==> config.mk <==
export PLATFORM = sky130hd
export DESIGN_NAME = load_store_unit_flat
export DESIGN_NICKNAME = d
export VERILOG_FILES = /design/src/rtl/load_store_unit_pkg.sv /design/src/rtl/load_store_unit_if.sv /design/src/rtl/load_store_unit_align.sv /design/src/rtl/load_store_unit.sv /design/src/flat_wrapper.sv
export SDC_FILE = /design/constraint.sdc
export NUM_CORES = 1
export LEC_CHECK = 0
export ABC_AREA = 1
export CORE_MARGIN = 1
export CORE_UTILIZATION = 47
export CTS_BUF_LIST = sky130_fd_sc_hd__clkbuf_2
export CTS_CLUSTER_SIZE = 40
export DETAILED_ROUTE_END_ITERATION = 7
export PLACE_DENSITY = 0.79
export SLEW_MARGIN = 15
export SYNTH_ARGS = -nofsm -noshare
export SYNTH_HDL_FRONTEND = slang
export SYNTH_SLANG_ARGS = --single-unit
==> constraint.sdc <==
create_clock -name clk -period 2.9 [get_ports clk]
set_input_delay 0.725 -clock clk [delete_from_list [all_inputs] [get_ports clk]]
set_output_delay 0.725 -clock clk [all_outputs]
set_load 0.03 [all_outputs]
==> src/rtl/load_store_unit_pkg.sv <==
// Shared definitions for the load/store unit: funct3 encodings, FSM state
// type and access-size / legality helpers.
package lsu_pkg;

  localparam logic [2:0] F3_B  = 3'b000;
  localparam logic [2:0] F3_H  = 3'b001;
  localparam logic [2:0] F3_W  = 3'b010;
  localparam logic [2:0] F3_BU = 3'b100;
  localparam logic [2:0] F3_HU = 3'b101;

  typedef enum logic [1:0] {
    IDLE   = 2'd0,
    ACCESS = 2'd1,
    WRITE  = 2'd2,
    RESP   = 2'd3
  } lsu_state_t;

  // Access size in bytes; illegal encodings report 4 so they never look small.
  function automatic logic [2:0] size_of(input logic [2:0] funct3);
    case (funct3)
      F3_B, F3_BU: size_of = 3'd1;
      F3_H, F3_HU: size_of = 3'd2;
      default:     size_of = 3'd4;
    endcase
  endfunction

  function automatic logic f3_legal(input logic we, input logic [2:0] funct3);
    case (funct3)
      F3_B, F3_H, F3_W: f3_legal = 1'b1;
      F3_BU, F3_HU:     f3_legal = ~we;
      default:          f3_legal = 1'b0;
    endcase
  endfunction

endpackage

==> src/rtl/load_store_unit_if.sv <==
// Request/response handshake and RAM port bundle of the load/store unit.
// The slave modport is the unit itself; master is the requester+RAM side.
interface load_store_unit_if #(
  parameter int ADDRESS_WIDTH = 32
);
  logic                     req_valid;
  logic                     req_ready;
  logic                     req_we;
  logic [2:0]               req_funct3;
  logic [ADDRESS_WIDTH-1:0] req_addr;
  logic [31:0]              req_wdata;
  logic                     resp_valid;
  logic [31:0]              resp_rdata;
  logic                     resp_err;
  logic                     ram_we;
  logic [ADDRESS_WIDTH-1:0] ram_addr;
  logic [31:0]              ram_wdata;
  logic [31:0]              ram_rdata;

  modport slave (
    input  req_valid, req_we, req_funct3, req_addr, req_wdata, ram_rdata,
    output req_ready, resp_valid, resp_rdata, resp_err, ram_we, ram_addr, ram_wdata
  );

  modport master (
    output req_valid, req_we, req_funct3, req_addr, req_wdata, ram_rdata,
    input  req_ready, resp_valid, resp_rdata, resp_err, ram_we, ram_addr, ram_wdata
  );
endinterface

==> src/rtl/load_store_unit_align.sv <==
// Combinational data path of the load/store unit: load extraction with
// sign/zero extension and the read-modify-write merge for SB/SH.
module lsu_align
  import lsu_pkg::*;
(
  input  logic [2:0]  funct3,
  input  logic [31:0] word,
  input  logic [31:0] wdata,
  output logic [31:0] load_data,
  output logic [31:0] merge_data
);

  // Select/extend the addressed bytes and build the store merge word.
  always_comb begin
    load_data  = 32'h0000_0000;
    merge_data = word;
    case (funct3)
      F3_B: begin
        load_data  = {{24{word[7]}}, word[7:0]};
        merge_data = {word[31:8], wdata[7:0]};
      end
      F3_H: begin
        load_data  = {{16{word[15]}}, word[15:0]};
        merge_data = {word[31:16], wdata[15:0]};
      end
      F3_W: begin
        load_data  = word;
        merge_data = wdata;
      end
      F3_BU: begin
        load_data  = {24'h00_0000, word[7:0]};
        merge_data = word;
      end
      F3_HU: begin
        load_data  = {16'h0000, word[15:0]};
        merge_data = word;
      end
      default: begin
        load_data  = 32'h0000_0000;
        merge_data = word;
      end
    endcase
  end

endmodule

==> src/rtl/load_store_unit.sv <==
// Multi-cycle RV32I load/store unit in front of a byte-addressed 32-bit RAM.
// Optional build macro LSU_MISALIGN_TRAP_EN turns misaligned H/W accesses into errors.
module load_store_unit
  import lsu_pkg::*;
#(
  parameter int                     ADDRESS_WIDTH = 32,
  parameter logic [ADDRESS_WIDTH-1:0] ADDR_LIMIT  = 32'h0001FFFF
) (
  input  logic              clk,
  input  logic              rst,
  load_store_unit_if.slave  bus
);

  lsu_state_t               state_r;
  lsu_state_t               next_s;
  logic                     we_r;
  logic [2:0]               f3_r;
  logic [ADDRESS_WIDTH-1:0] addr_r;
  logic [31:0]              wdata_r;
  logic                     err_r;
  logic [31:0]              rdata_r;
  logic [31:0]              merge_r;

  logic                     accept_s;
  logic [ADDRESS_WIDTH:0]   last_s;
  logic                     range_s;
  logic                     mis_s;
  logic                     err_s;
  logic                     we_s;
  logic [31:0]              load_s;
  logic [31:0]              merge_s;

  assign accept_s = bus.req_valid && (state_r == IDLE) && !rst;

  // Last byte touched, one bit wider so a wrap past the top counts as out of range.
  assign last_s  = {1'b0, bus.req_addr}
                 + {{(ADDRESS_WIDTH-2){1'b0}}, size_of(bus.req_funct3)}
                 - {{ADDRESS_WIDTH{1'b0}}, 1'b1};
  assign range_s = last_s > {1'b0, ADDR_LIMIT};

  // Misalignment check on the incoming request.
  always_comb begin
`ifdef LSU_MISALIGN_TRAP_EN
    case (bus.req_funct3)
      F3_H, F3_HU: mis_s = bus.req_addr[0];
      F3_W:        mis_s = |bus.req_addr[1:0];
      default:     mis_s = 1'b0;
    endcase
`else
    mis_s = 1'b0;
`endif
  end

  assign err_s = !f3_legal(bus.req_we, bus.req_funct3) || range_s || mis_s;

  lsu_align u_align (
    .funct3     (f3_r),
    .word       (bus.ram_rdata),
    .wdata      (wdata_r),
    .load_data  (load_s),
    .merge_data (merge_s)
  );

  // State register.
  always_ff @(posedge clk) begin
    if (rst) begin
      state_r <= IDLE;
    end else begin
      state_r <= next_s;
    end
  end

  // Next-state logic.
  always_comb begin
    next_s = state_r;
    case (state_r)
      IDLE: begin
        if (accept_s) begin
          next_s = err_s ? RESP : ACCESS;
        end else begin
          next_s = IDLE;
        end
      end
      ACCESS: begin
        if (we_r && (f3_r != F3_W)) begin
          next_s = WRITE;
        end else begin
          next_s = RESP;
        end
      end
      WRITE:   next_s = RESP;
      RESP:    next_s = IDLE;
      default: next_s = IDLE;
    endcase
  end

  // Request capture, load result and store merge registers.
  always_ff @(posedge clk) begin
    if (rst) begin
      we_r    <= 1'b0;
      f3_r    <= 3'b000;
      addr_r  <= '0;
      wdata_r <= 32'h0000_0000;
      err_r   <= 1'b0;
      rdata_r <= 32'h0000_0000;
      merge_r <= 32'h0000_0000;
    end else begin
      case (state_r)
        IDLE: begin
          if (accept_s) begin
            we_r    <= bus.req_we;
            f3_r    <= bus.req_funct3;
            addr_r  <= bus.req_addr;
            wdata_r <= bus.req_wdata;
            err_r   <= err_s;
            rdata_r <= 32'h0000_0000;
          end
        end
        ACCESS: begin
          if (!we_r) begin
            rdata_r <= load_s;
          end else begin
            merge_r <= merge_s;
          end
        end
        default: begin
        end
      endcase
    end
  end

  // Output decode; RAM write enable is suppressed during reset so an aborted write never lands.
  always_comb begin
    bus.req_ready  = 1'b0;
    bus.resp_valid = 1'b0;
    bus.resp_rdata = 32'h0000_0000;
    bus.resp_err   = 1'b0;
    bus.ram_wdata  = 32'h0000_0000;
    we_s           = 1'b0;
    case (state_r)
      IDLE: begin
        bus.req_ready = !rst;
      end
      ACCESS: begin
        we_s          = we_r && (f3_r == F3_W);
        bus.ram_wdata = wdata_r;
      end
      WRITE: begin
        we_s          = 1'b1;
        bus.ram_wdata = merge_r;
      end
      RESP: begin
        bus.resp_valid = 1'b1;
        bus.resp_rdata = rdata_r;
        bus.resp_err   = err_r;
      end
      default: begin
        we_s = 1'b0;
      end
    endcase
    if (rst) begin
      bus.ram_we = 1'b0;
    end else begin
      bus.ram_we = we_s;
    end
  end

  assign bus.ram_addr = addr_r;

endmodule

==> src/flat_wrapper.sv <==
// flat-port wrapper written by rule: the top's interface ports become plain ports
module load_store_unit_flat import lsu_pkg::*;
#(
  parameter int                     ADDRESS_WIDTH = 32,
  parameter logic [ADDRESS_WIDTH-1:0] ADDR_LIMIT  = 32'h0001FFFF
)
  (clk, rst, bus_req_valid, bus_req_we, bus_req_funct3, bus_req_addr, bus_req_wdata, bus_ram_rdata, bus_req_ready, bus_resp_valid, bus_resp_rdata, bus_resp_err, bus_ram_we, bus_ram_addr, bus_ram_wdata);
  load_store_unit_if #(.ADDRESS_WIDTH(ADDRESS_WIDTH)) bus_i ();
  input  logic clk;
  input  logic rst;
  input wire logic [$bits(bus_i.req_valid)-1:0] bus_req_valid;
  input wire logic [$bits(bus_i.req_we)-1:0] bus_req_we;
  input wire logic [$bits(bus_i.req_funct3)-1:0] bus_req_funct3;
  input wire logic [$bits(bus_i.req_addr)-1:0] bus_req_addr;
  input wire logic [$bits(bus_i.req_wdata)-1:0] bus_req_wdata;
  input wire logic [$bits(bus_i.ram_rdata)-1:0] bus_ram_rdata;
  output wire logic [$bits(bus_i.req_ready)-1:0] bus_req_ready;
  output wire logic [$bits(bus_i.resp_valid)-1:0] bus_resp_valid;
  output wire logic [$bits(bus_i.resp_rdata)-1:0] bus_resp_rdata;
  output wire logic [$bits(bus_i.resp_err)-1:0] bus_resp_err;
  output wire logic [$bits(bus_i.ram_we)-1:0] bus_ram_we;
  output wire logic [$bits(bus_i.ram_addr)-1:0] bus_ram_addr;
  output wire logic [$bits(bus_i.ram_wdata)-1:0] bus_ram_wdata;
  assign bus_i.req_valid = bus_req_valid;
  assign bus_i.req_we = bus_req_we;
  assign bus_i.req_funct3 = bus_req_funct3;
  assign bus_i.req_addr = bus_req_addr;
  assign bus_i.req_wdata = bus_req_wdata;
  assign bus_i.ram_rdata = bus_ram_rdata;
  assign bus_req_ready = bus_i.req_ready;
  assign bus_resp_valid = bus_i.resp_valid;
  assign bus_resp_rdata = bus_i.resp_rdata;
  assign bus_resp_err = bus_i.resp_err;
  assign bus_ram_we = bus_i.ram_we;
  assign bus_ram_addr = bus_i.ram_addr;
  assign bus_ram_wdata = bus_i.ram_wdata;
  load_store_unit #(.ADDRESS_WIDTH(ADDRESS_WIDTH), .ADDR_LIMIT(ADDR_LIMIT)) u_core (.clk(clk), .rst(rst), .bus(bus_i));
endmodule
==> out/results.tsv <==
stage	metric	value	unit
worst_setup_path	cp.buffers_inverters	4	
finish	area_growth	32.8	%
route	drtPass1Iterations	7	
timing	fmax	355	MHz
synthesis	synth_top_area_share	0.318	
worst_setup_path	path_cells	inv_1 -> ha_1 -> inv_1 -> buf_12 -> a21oi_1 -> buf_4	
finish	fin_area	0.0113	mm²
route	vias_per_cell	5.00	
synthesis	ys_top_cells_by_count	nand2_1, inv_1, a21oi_1, dfxtp_1, o21ai_0	
route	wl	25300	µm
timing	hold_viol	0	
placed_design	post-place-ws	-0.701	ns
cts	cts_buffer_depth	2	
timing	worst_pin_slew	0.546	ns
cts	cts.sinks	135	
floorplan	die_y	137	µm
placed_design	gp_congestion	0.904	
synthesis	syn-cell-area	0.00850	mm²
route	detail_route.iter0.violations	679	
worst_setup_path	required	2.17	ns
finish	nets	1785	
synthesis	syn_avg_cell_area	6.03	µm²
timing	drv_slew	0	
global_routing	grt_pass1_vias	8289	
timing	clock_skew	0.0414	ns
run	maxCapViolCount	0	
global_routing	antenna_found_initial	2	
cts	cts-htree-levels	4	
global_routing	grt_use_total	0.268	
placed_design	place.port_buffers	202	
global_routing	grt_max_degree	96	
global_routing	grt_remaining_overflow	0	
synthesis	synth_edf_count	0	
worst_setup_path	critPathCaptureType	output port	
synthesis	synth-seq-cells	135	
worst_setup_path	max_stage_delay	0.38	ns
floorplan	num_io_pins	203	
timing	maxSlewHeadroom	0.634	
timing	fin_tns_setup	0	ns
cts	cts_hold_buf	0	
timing	setup_viol	0	
power_and_ir_drop	ir_drop	403	µV
status	status	finished, final reports clean	
synthesis	synth_fp_nets	1554	
placed_design	dp_hpwl	19200	µm
placed_design	post_dp_cell_area	0.0110	mm²
timing	fin_ws	0.0808	ns
cts	numCtsBuffers	17	
cts	clockRootBuffer	clkbuf_2	
synthesis	ys_types	36	
floorplan	die_area	0.0186	mm²
power_and_ir_drop	cellLeakagePower	5.80	nW
synthesis	yosysTopAreaCell	dfxtp_1	
worst_setup_path	worstPathMaxFanout	33	
power_and_ir_drop	power_density	522	mW/mm²
cts	insertion_delay	0.73	ns
synthesis	synth_ff_type	dfxtp_1	
global_routing	grt_pass1_wl	39400	µm
timing	period_share	0.972	
floorplan	start_util	0.487	
timing	min_period	2.82	ns
route	vias	9400	
synthesis	async_reset_ff_frac	0	
worst_setup_path	worstSetupPathType	reg2out	
synthesis	ys_seq_area_frac	0.318	
synthesis	syn-instance-count	1411	
floorplan	coreArea	0.0175	mm²
worst_hold_path	min_path_type	reg2reg	
synthesis	synth.most_common_cell	nand2_1	
worst_setup_path	cp.arrival	2.09	ns
cts	clkTransAtPathRegs	0.19	ns
route	drt.antenna.violating_nets	0	
synthesis	ys_top_cells_by_area	dfxtp_1, nand2_1, inv_1	
route	drc	0	
floorplan	die_w	137	µm
synthesis	yosys_warnings	0	
cts	cts_tree	built	
worst_setup_path	cp_common_cell	inv_1	
worst_setup_path	slowest_stage	dfxtp_2	
floorplan	row_count	48	
worst_setup_path	worst_setup_path_start_kind	flop	
route	wire_per_inst	13.5	µm
worst_setup_path	crit_family	buffers and inverters	
finish	layout-drive-gt1-share	0.115	
timing	rsz0062_at_grt	yes	
[routing by layer]
layer	global-route usage	share of wire
met1	0.330	0.43
met2	0.472	0.48
met3	0.0404	0.060
met4	0.0951	0.025
met5	0	0
[worst paths after layout]
kind,startpoint,to,slack [ns],cells past startpoint
worst max-delay path,u_core.state_r[0]$_SDFF_PP0_,bus_ram_wdata[11],0.08,6
worst min-delay path,u_core.rdata_r[27]$_SDFFE_PP0P_,u_core.rdata_r[27]$_SDFFE_PP0P_,0.48,2
worst max register to register,u_core.state_r[0]$_SDFF_PP0_,u_core.state_r[0]$_SDFF_PP0_,0.74,9
worst min register to register,u_core.rdata_r[27]$_SDFFE_PP0P_,u_core.rdata_r[27]$_SDFFE_PP0P_,0.48,2
[worst reg2reg max path, delay by kind of cell, from the launching register on]
family          cells  cell delay, ns
buf+inv             4            0.90
flops               1            0.38
compound gates      2            0.34
fa+ha+maj           1            0.24
simple gates        2            0.22
[kinds of logic after synthesis]
| group | synth area share |
|---|---|
| flops | 0.318 |
| compound gates | 0.166 |
| simple gates | 0.319 |
| buf+inv | 0.138 |
| fa+ha+maj | 0.0597 |
[area by class of cell]
cell class                      count  area, µm²
Clock inverter                     14        110
Tap cell                          225        282
Timing Repair Buffer              274       2520
Multi-Input combinational cell    967       4660
Sequential cell                   135       2710
Fill cell                        1685       6180
Antenna cell                        2       5.00
Clock buffer                       17       85.1
Inverter                          247        927
[what timing repair did]
action	4_1_cts	5_1_grt
pin swaps	0	2
resized for setup	43	55
endpoints found under the setup margin	67	61
gates cloned	0	1
buffers inserted	2	0
[where the power goes]
part	internal [mW]	switching (mW)
Sequential	2.12	0.162
Clock	0.295	0.715
Combinational	0.963	1.63
Total	3.38	2.51
[per-stage QoR]
stage / total power, mW / std cells / hold slack (ns) / util
6_report: 5.89 / 1881 / 0.481 / 0.646
2_1_floorplan: 3.84 / 1411 / 0.439 / -
4_1_cts: 5.82 / 1878 / 0.449 / 0.643
3_5_place_dp: 4.73 / 1845 / 0.456 / 0.630
5_1_grt: 6.28 / 1881 / 0.452 / 0.646
3_3_place_gp: 4.69 / 1845 / 0.449 / 0.630
[flip-flops by register name, summed over array words and instances, names as in the netlist]
register / cells
u_core.we_r: 1
u_core.f3_r: 3
u_core.state_r: 2
u_core.rdata_r: 32
u_core.err_r: 1
u_core.wdata_r: 32
u_core.merge_r: 32
u_core.bus.ram_addr: 32
[layout by cell type, fill, tap and decap left out, types with 4 or more instances in the layout]
| cell type | instances |
|---|---|
| nor2_2 | 7 |
| buf_4 | 96 |
| nand4_1 | 9 |
| inv_2 | 5 |
| buf_12 | 5 |
| buf_6 | 4 |
| inv_1 | 241 |
| dfxtp_1 | 133 |
| nor2_1 | 46 |
| clkbuf_2 | 28 |
| a21oi_1 | 145 |
| clkinv_2 | 7 |
| nand2_1 | 489 |
| ha_1 | 37 |
| nand3_1 | 80 |
| o211ai_1 | 16 |
| clkdlybuf4s50_1 | 133 |
| clkdlybuf4s15_1 | 20 |
| nand2_2 | 11 |
| o21ai_0 | 95 |
| and2_1 | 5 |
No activity file was read; power rests on OpenSTA's default activity.
==> RTL change 1, RTL diff (same flow settings) <==
The option `LSU_MISALIGN_TRAP_EN` is turned on by a define.
--- a/src/rtl/load_store_unit.sv
+++ b/src/rtl/load_store_unit.sv
@@ -2,2 +2,4 @@
 // Optional build macro LSU_MISALIGN_TRAP_EN turns misaligned H/W accesses into errors.
+`define LSU_MISALIGN_TRAP_EN
+
 module load_store_unit
Formal check against the unedited RTL: not equivalent (Yosys sat finds a counterexample within 4 cycles, from zero or initial values and one cycle with rst high).
==> RTL change 1 against the unedited design <==
  * Setup slack lost 0.054 ns
  * Worst hold slack lost 0.053 ns
  * Sequential cell count is the same
  * Synthesized cell count shrank 0.78%
  * Power grew 13%
  * Final area grew 4.1%
  * Area after synthesis shrank 0.24%
  * Wire length grew 6.3%
  * Critical path type unchanged
  * Critical endpoint is now bus_ram_wdata[30]
==> RTL change 1: results (changes against the unedited design) <==
logic_synthesis:
  synth-xor-area-share_pct: 0  # unchanged
  synthArstFlopShare_pct: 0  # unchanged
  synth_area_leaders: "dfxtp_1 (32%), nand2_1 (21%), inv_1 (10%)"
  yosysSeqAreaShare_pct: 31.86  # +0.075 points
  synth_compound_area_share_pct: 17.36  # +0.81 points
  yosys.area_share.adder_pct: 5.988  # +0.014 points
  synth_commonest_cells: "nand2_1 (479), inv_1 (237), a21oi_1 (150)"
  synth_mux_area_share_pct: 0  # unchanged
  netlist_instances: 1400  # -0.78%
  syn_nets: 1543  # -0.71%
finish:
  finalNetCount: 1783  # -0.11%
  seq_cell_count: 135  # unchanged
  buffers: 283  # +3.3%
  fillers: 1564  # -7.2%
  drive_gt1_share_pct: 14.58  # +3.0 points
  seq_share_pct: 23.06  # -0.89 points
  clk_share_pct: 2.172  # +0.44 points
  layout.cells.non_filler: 1879  # -0.11%
  antenna_cells: 1  # -1
  inverters_excl_clock: 243  # -1.6%
  n_clock_buffer: 18  # +1
  buf_share_pct: 22.97  # +0.69 points
  nMultiInputCombCells: 960  # -0.72%
  ff_latch_area_um2: 2710  # +0.19%
  multiInputGateArea_um2: 4882  # +4.7%
global_routing:
  first_global_vias: 8801  # +6.2%
  grt_max_degree: 69  # -28%
  antenna_found_initial: 1  # -1
  grt_pass1_wl_um: 42190  # +7.0%
  track_usage_pct: 28.93  # +2.1 points
place:
  placed_area_um2: 11040  # +0.31%
  dp_hpwl_um: 19480  # +1.5%
  place.gp.congestion: 0.9317  # +3.1%
  portBuffers: 202  # unchanged
critical_path:
  path_max_fanout: 6  # -82%
  worstPathArrival_ns: 2.15  # +0.06 ns
  r2r_slack_ns: 0.82  # +0.08 ns
  reg2regPathDepth: 10  # +1
timing:
  worstMarginPinSlew_ns: 0.6296  # +0.08367 ns
  fin_skew_ns: 0.05343  # +0.01204 ns
floorplanning:
  dieWidth_um: 136.3  # -0.12%
clocking:
  root_buffer: "clkbuf_2"
  clk_path_buf_depth: 2  # unchanged
  h-tree-depth: 4  # unchanged
  clk_latency_ns: 0.76  # +0.03 ns
route:
  dr.pass1.iters: 5  # -2
  drtIter0Drc: 709  # +4.4%
  drt-wirelength-per-cell_um: 14.33  # +6.5%
  vias: 9599  # +2.1%
outcome:
  status: "complete, no violations"
power:
  pwr-share-seq_pct: 34.4  # -4.4 points
  p_switching_w: 0.002881  # +15%
  p_leak_nw: 5.827  # +0.53%
  power.total_w: 0.006645  # +13%
  vdd_drop_max_v: 0.0003649  # -9.5%
  p_comb_w: 0.00311  # +20%
hold_path:
  min-delay-path-class: "input port to register"
  hold-path-cell-count: 4  # +2
==> RTL change 1: cell types whose count changed in the layout (fill, tap and decap cells not counted), moves of 10 or more <==
cell             delta
buf_6              +25
a21oi_1            -24
buf_4              -20
a21oi_2            +14
a21oi_4            +13
nand2_1            -12
clkdlybuf4s15_1    -10
inv_1              -10
==> RTL change 1: what timing repair did <==
item | 4_1_cts | 5_1_grt
cloned | 1 | 0
pin swaps | 0 | 2
gates resized for setup | 88 | 94
endpoints found under the setup margin | 66 | 61
buffers inserted | 7 | 1
endpoints found under the hold margin | 0 | 0
==> RTL change 1: worst max-delay path, stage by stage (launching register included) <==
cell	delay, ns
dfxtp_4	0.41
inv_4	0.05
ha_4	0.28
clkinvlp_4	0.12
buf_6	0.16
buf_16	0.14
a21oi_4	0.14
buf_6	0.15
==> RTL change 1: layer usage <==
metal	share of wire, %	track usage, %
met3	7.0	4.959
met5	0	0
met2	50	51.52
met1	41	35.02
met4	2.1	9.198
==> RTL change 1: stage by stage <==
| stage | setup WS [ns] | hold slack (ns) |
|---|---|---|
| after global routing | -0.08542 | 0.3902 |
| after detailed placement | -0.6590 | 0.4553 |
| final | 0.02664 | 0.4285 |
| after global placement | -0.5894 | 0.4500 |
| after floorplan | 0.02157 | 0.4392 |
| after CTS | -0.02175 | 0.4543 |
==> RTL change 1: worst paths after layout <==
check                      from                 end
max           u_core.state_r[0]   bus_ram_wdata[30]
min           bus_req_funct3[0]      u_core.f3_r[0]
max reg2reg   u_core.state_r[0]  u_core.rdata_r[16]
min reg2reg  u_core.rdata_r[17]  u_core.rdata_r[17]
==> RTL change 2, RTL diff (config.mk and constraints unchanged) <==
Without the edit above. The 4 states of `lsu_state_t` get a Gray code encoding in 2 bits.
--- a/src/rtl/load_store_unit_pkg.sv
+++ b/src/rtl/load_store_unit_pkg.sv
@@ -11,6 +11,6 @@
   typedef enum logic [1:0] {
-    IDLE   = 2'd0,
-    ACCESS = 2'd1,
-    WRITE  = 2'd2,
-    RESP   = 2'd3
+    IDLE   = 2'b00,
+    ACCESS = 2'b01,
+    WRITE  = 2'b11,
+    RESP   = 2'b10
   } lsu_state_t;
Function: same outputs for any inputs over 4 cycles, from zero or initial values and one cycle with rst high; so few cycles prove little.
==> RTL change 2 against the unedited design <==
  * Sequential cell count is the same
  * First-iteration DRC count up 2.4%
  * Core utilization down 0.41 points
  * Area after synthesis decreased by 3.0%
  * Setup slack improved by 0.0017 ns
  * Final area is 2.0% lower
  * Wire length up 1.7%
Power is not compared: it rests on default switching activity, and its combinational part moved more than twofold at a synthesized area within 25%.
==> RTL change 2: results (changes against the unedited design) <==
route:
  met2WireLength_um: 12000  # -1.9%
  drtIter0Drc: 695  # +2.4%
  finalWirelength_um: 25750  # +1.7%
  dr.pass1.iters: 5  # -2
  viasPerCell: 5.074  # +1.5%
  vias: 9336  # -0.68%
  wl_met1_um: 11360  # +4.0%
  dr_wl_met3_um: 1608  # +5.5%
outcome:
  status: "complete, no violations"
global_routing:
  grt_max_degree: 69  # -28%
  grt_pass1_wl_um: 41570  # +5.5%
  track_usage_pct: 29.01  # +2.2 points
  first_global_vias: 8699  # +4.9%
timing:
  fin_skew_ns: 0.02600  # -0.01539 ns
  relSlewSlack_pct: 49.06  # -14 points
  whs_ns: 0.4468  # -0.03435 ns
  fin_ws_ns: 0.08251  # +0.001700 ns
logic_synthesis:
  syn_nets: 1491  # -4.1%
  synth_area_leaders: "dfxtp_1 (33%), nand2_1 (16%), inv_1 (12%)"
  netlist_instances: 1353  # -4.1%
  ys_types: 31  # -14%
  synth_commonest_cells: "nand2_1 (348), inv_1 (272), a21oi_1 (145)"
clocking:
  clk_latency_ns: 0.77  # +0.04 ns
critical_path:
  path_max_fanout: 27  # -18%
place:
  preCtsSetupSlack_ns: -0.6604  # +0.04085 ns
  place.gp.congestion: 0.9338  # +3.3%
  dp.cells: 1805  # -2.2%
  dp_hpwl_um: 19250  # +0.35%
finish:
  drive_gt1_share_pct: 13.21  # +1.7 points
  fillers: 1611  # -4.4%
  finalNetCount: 1739  # -2.6%
hold_path:
  min-delay-path-class: "input port to register"
  hold-path-cell-count: 4  # +2
==> RTL change 2: worst paths after layout <==
kind                     start           endpoint
max          u_core.state_r[1]         bus_ram_we
min          bus_req_funct3[1]     u_core.f3_r[1]
max reg2reg     u_core.f3_r[0]  u_core.merge_r[5]
min reg2reg  u_core.rdata_r[7]  u_core.rdata_r[7]
==> RTL change 2: cells by family after synthesis <==
kind of cell / after synthesis / synth area share (%)
AO/OA/AOI/OAI: 312 / 20.06
adder cells (fa/ha/maj): 35 / 5.401
buffers and inverters: 333 / 15.43
flip-flops: 135 / 32.77
AND/OR/NAND/NOR: 538 / 26.34
==> RTL change 2: layout make-up <==
| type | count | area [µm²] | share of cell area [%] |
|---|---|---|---|
| repair buffers | 284 | 2477 | 22.39 |
| well taps | 225 | 281.5 | 2.544 |
| clock inverters | 12 | 151.4 | 1.368 |
| flip-flops and latches | 135 | 2704 | 24.43 |
| clock buffers | 19 | 95.09 | 0.8592 |
| multi-input cells | 885 | 4304 | 38.89 |
| inverters | 278 | 1049 | 9.474 |
| diodes | 2 | 5.005 | 0.04522 |
==> RTL change 2: worst max-delay path, cell delays in order (launching register included) <==
cell	delay, ns
dfxtp_2	0.38
buf_12	0.17
nor2_4	0.15
inv_6	0.09
nor2_2	0.08
buf_4	0.10
nand2_1	0.07
a21oi_2	0.15
buf_6	0.16
==> RTL change 2: timing repair <==
action	in CTS	in global routing
resized for setup	89	62
pin swaps	0	1
endpoints found under the setup margin	60	49
buffers inserted	2	0
hold buffers	0	0
==> RTL change 2: per-stage QoR <==
step / instance area [µm²] / setup TNS [ns]
2_1_floorplan: 8247 / 0
3_3_place_gp: 10870 / -1.806
3_5_place_dp: 10870 / -1.905
4_1_cts: 11140 / -0.01749
5_1_grt: 11070 / -0.09100
6_report: 11070 / 0
==> RTL change 2: power by group through the flow <==
stage / Clock, W / Combinational [W] / Sequential (W)
final: 0.00121 / 0.00111 / 0.00196
after global routing: 0.00130 / 0.00123 / 0.00196
after CTS: 0.00124 / 0.00110 / 0.00196
after detailed placement: 0 / 0.00109 / 0.00199
after global placement: 0 / 0.00108 / 0.00199
after floorplan: 0 / 0.000556 / 0.00205
==> RTL change 2: per-layer routing <==
layer	vias to the layer above	global-route usage, %
met2	364	48.99
met4	0	12.23
li1	4721	-
met3	56	5.068
met1	4195	36.42
met5	-	0
